<file path="src/rtl/mmu_tile_dispatcher.sv">
// Tile dispatcher: accepts an N-tile job and issues one start pulse per tile, waiting for
// each done pulse. Optional WAIT watchdog enabled by defining MMU_DISPATCH_TIMEOUT_EN.
module mmu_tile_dispatcher #(
  parameter int TILE_CNT_W = 8,
  parameter int TIMEOUT    = 64
) (
  input  logic                  clk,
  input  logic                  rst,
  input  logic                  cmd_valid_i,
  input  logic [TILE_CNT_W-1:0] cmd_tiles_i,
  output logic                  cmd_ready_o,
  output logic                  start_o,
  input  logic                  done_i,
  output logic                  busy_o,
  output logic [TILE_CNT_W-1:0] tiles_done_o,
  output logic                  job_done_o,
  output logic                  err_o
);

  typedef enum logic [1:0] {S_IDLE, S_ISSUE, S_WAIT, S_FIN} state_t;

  state_t                state_q, state_d;
  logic [TILE_CNT_W-1:0] tgt_q, tgt_d;
  logic [TILE_CNT_W-1:0] tiles_q, tiles_d;

`ifdef MMU_DISPATCH_TIMEOUT_EN
  localparam int TMR_W = $clog2(TIMEOUT + 1);
  localparam logic [TMR_W-1:0] TMR_LAST = TMR_W'(TIMEOUT - 1);

  logic [TMR_W-1:0] timer_q, timer_d;
  logic             err_q, err_d;
`endif

  always_ff @(posedge clk or posedge rst) begin
    if (rst) begin
      state_q <= S_IDLE;
      tgt_q   <= '0;
      tiles_q <= '0;
`ifdef MMU_DISPATCH_TIMEOUT_EN
      timer_q <= '0;
      err_q   <= 1'b0;
`endif
    end else begin
      state_q <= state_d;
      tgt_q   <= tgt_d;
      tiles_q <= tiles_d;
`ifdef MMU_DISPATCH_TIMEOUT_EN
      timer_q <= timer_d;
      err_q   <= err_d;
`endif
    end
  end

  always_comb begin
    state_d = state_q;
    tgt_d   = tgt_q;
    tiles_d = tiles_q;
`ifdef MMU_DISPATCH_TIMEOUT_EN
    timer_d = timer_q;
    err_d   = err_q;
`endif
    case (state_q)
      S_IDLE: begin
        if (cmd_valid_i) begin
          tgt_d   = cmd_tiles_i;
          tiles_d = '0;
`ifdef MMU_DISPATCH_TIMEOUT_EN
          err_d   = 1'b0;
`endif
          state_d = (cmd_tiles_i == '0) ? S_FIN : S_ISSUE;
        end
      end
      S_ISSUE: begin
`ifdef MMU_DISPATCH_TIMEOUT_EN
        timer_d = '0;
`endif
        state_d = S_WAIT;
      end
      S_WAIT: begin
        // A done in the last allowed cycle takes priority over the abort.
        if (done_i) begin
          tiles_d = tiles_q + 1'b1;
          state_d = (tiles_d == tgt_q) ? S_FIN : S_ISSUE;
        end
`ifdef MMU_DISPATCH_TIMEOUT_EN
        else if (timer_q == TMR_LAST) begin
          err_d   = 1'b1;
          state_d = S_FIN;
        end else begin
          timer_d = timer_q + 1'b1;
        end
`endif
      end
      default: state_d = S_IDLE;
    endcase
  end

  always_comb begin
    cmd_ready_o  = (state_q == S_IDLE);
    start_o      = (state_q == S_ISSUE);
    busy_o       = (state_q != S_IDLE);
    job_done_o   = (state_q == S_FIN);
    tiles_done_o = tiles_q;
`ifdef MMU_DISPATCH_TIMEOUT_EN
    err_o        = err_q;
`else
    err_o        = 1'b0;
`endif
  end

endmodule

</file>
<file path="config.mk">
export PLATFORM = sky130hd
export DESIGN_NAME = mmu_tile_dispatcher
export DESIGN_NICKNAME = d
export VERILOG_FILES = /design/src/rtl/mmu_tile_dispatcher.sv
export SDC_FILE = /design/constraint.sdc
export NUM_CORES = 1
export LEC_CHECK = 0
export CORE_MARGIN = 2
export CORE_UTILIZATION = 30
export CTS_BUF_LIST = sky130_fd_sc_hd__clkbuf_4 sky130_fd_sc_hd__clkbuf_8
export DETAILED_ROUTE_END_ITERATION = 16
export PLACE_DENSITY = 0.55
export SLEW_MARGIN = 40
export SYNTH_ARGS = -nofsm -noshare
export SYNTH_HDL_FRONTEND = slang
export SYNTH_SLANG_ARGS = --single-unit
</file>
<file path="constraint.sdc">
create_clock -name clk -period 5.24 [get_ports clk]
set_input_delay 0.524 -clock clk [delete_from_list [all_inputs] [get_ports clk]]
set_output_delay 0.524 -clock clk [all_outputs]
set_load 0.005 [all_outputs]
</file>
==> summary.txt <==
outcome: finished, final reports clean
Yosys top cell by area: dfrtp_1
Die W: 62.4 µm
ant diodes: 0
Core ar.: 3310 µm²
share of post-route cells with drive strength above 1: 16.3%
clk root buf: clkbuf_4
Hold Buf Count CTS: 0
Residual DRC: 0
RSZ-0062 raised after global routing: false
Synth Area in Simple Gates: 19.9%
WL per Instance: 12.7 µm
Vias/cell: 4.72
Clock Skew: 0.000948 ns
initial core utilization: 31.0%
CP Capture Point: cmd_ready_o
input/output buffers: 23
met3 routed WL: 67 µm
WS Path Type: reg2out
worst min path class: reg2reg
pin count of the biggest net entering global routing: 19
crit end category: output pin
commonest cells after routing, fill and taps aside: 23 x clkdlybuf4s50_1, 18 x dfrtp_1, 13 x o21ai_0
clk slew on worst S/H paths: 0.10 ns
Least-Margin Pin Slew: 0.662 ns
crit path DAT: 1.67 ns
final-report hold violation count: 0
Final #Nets: 137
WL final: 2140 µm
main combinational cell family by area after synthesis: simple AND/OR/NAND/NOR gates
Max VDD drop: 0.000154 V
via count: 797
Max Cap Viol: 0
most common cell after layout, fill and taps aside: clkdlybuf4s50_1
syn avg cell area: 10.5 µm²
power density cells: 426 nW/µm²
hold_sp: tgt_q[7]
die span in y: 62.4 µm
Placed Area: 1300 µm²
fin crit period: 2.20 ns
RR Endpoint: state_q[1]
TNS Setup: 0 ns
critical register-to-register path startpoint: tiles_done_o[0]
CP startpoint: state_q[0]
setup violators final: 0
Final Max Tran Viols: 0
wire length on met2: 1000 µm
Synth Area in Compound Gates: 14.9%
Net Count, Synth: 111
mux share of post-synthesis cell area: 8.79%
drt pass-1 iters: 4
Synth cell types: 37
max frequency: 0.455 GHz
Synth top area share: 44.0%
largest cells by area after synthesis: dfrtp_1 44%, mux2_2 8.8%, o21ai_0 6.3%
vias in the first global route: 793
Ys Warns: 0
IO Count: 25
kind of start point of the critical path: flip-flop
Final Util: 40.4%
worst path required time: 4.72 ns
post-CTS setup buffer count: 0
GPL Wtd Cong: 0.769
XOR/XNOR share of the synthesized area: 8.55%
H-tree Lvls: 1
highest metal used: met4
Clock Path Buffers: 2
R2R cell count: 6
CTS tree: built
Slew headroom: 55.8%
Layout area overhead: 30.4%
mapped cell area: 1020 µm²
# resized after CTS: 0
Post-Synth Adder-Cell Area: 1.22%
Leak Pwr: 0.544 nW
Rows: 21
Total GRT Usage: 12.7%
register area share after synthesis: 44.0%
DP HPWL: 1660 µm
Yosys reg bits: 18
grt total ovfl: 0
reg2reg setup slack: 3.31 ns
final period utilization: 41.9%
DIE AREA: 3900 µm²
Detail Route Antenna Nets: 0
M1 WL: 1030 µm
Syn Inst Count: 98
global-route wire length before repair: 3830 µm
number of DRC markers in iteration 0: 24
Design Area, Final: 1340 µm²
CTS buffer count: 3
Max Fanout on Critical Path: 7
CTS sink count: 18
initial antenna violation count: 0
Skew-Pair Late Insertion Delay: 0.29 ns
[where the power goes]
group / leakage, nW / internal [mW] / switching [mW]
logic: 0.295 / 0.143 / 0.104
registers: 0.228 / 0.185 / 0.0517
clock network: 0.0210 / 0.0424 / 0.0420
[cell type report]
type / instances / area, µm²
tap: 46 / 57.6
timing repair buffer: 23 / 230
clock buffer: 4 / 36.3
multi-input combinational: 75 / 551
sequential: 18 / 450
inverter: 3 / 11.3
fill: 344 / 1970
[flip-flops by register name, summed over array words and instances, names as in the netlist]
name / count
tiles_done_o: 8
tgt_q: 8
state_q: 2
[worst min-delay path by stage]
| stage | to | slack [ns] | cells past startpoint |
|---|---|---|---|
| finish | tgt_q[7] | 0.54 | 1 |
| floorplan | state_q[0] | 0.46 | 1 |
| global route | tgt_q[7] | 0.57 | 1 |
| CTS | tgt_q[7] | 0.55 | 1 |
| detailed placement | tgt_q[7] | 0.53 | 1 |
| global placement | tgt_q[6] | 0.53 | 1 |
[cells in the mapped netlist, drive strengths merged]
master and count:
nand3 2, and3 1, nor2b 1, o211ai 1, nand2 8, nand3b 1
and2 1, xnor2 4, o21ai 13, nand2b 3, or3 1, and3b 1
nor3b 2, or2 1, a22o 2, xor2 6, nor2 4, buf 2
dfrtp 18, ha 1, a21oi 1, o31ai 3, nor4 2, inv 3
nand4 1, and4 2, a21o 2, mux2 8, and2b 1, a32oi 1
conb 1
[worst max-delay path, cell delays in order (launching register included)]
cell and delay (ns):
dfrtp_1 0.47, or2_2 0.35, inv_1 0.06, clkdlybuf4s50_1 0.50
[per-layer routing]
layer / global-route usage (%) / vias to the layer above
li1: - / 400
met1: 17.4 / 375
met2: 18.7 / 18
met3: 3.78 / 4
met4: 5.00 / 0
met5: 0 / -
[metrics by stage]
stage | power [mW] | cells | hold WS [ns] | worst slack, ns
2_1_floorplan | 0.395 | 98 | 0.463 | 3.49
3_3_place_gp | 0.492 | 165 | 0.527 | 3.11
3_5_place_dp | 0.492 | 165 | 0.526 | 3.08
4_1_cts | 0.581 | 169 | 0.549 | 3.02
5_1_grt | 0.620 | 169 | 0.569 | 2.97
6_report | 0.569 | 169 | 0.541 | 3.04
[logic make-up after synthesis]
logic type,count (synthesis)
adders and majority gates,1
AOI/OAI and AO/OA,23
DFF,18
xor gates and xnor gates,10
muxes,8
other,1
buffers and inverters,5
and+or+nand+nor,32
Power figures use the tool's default switching activity.
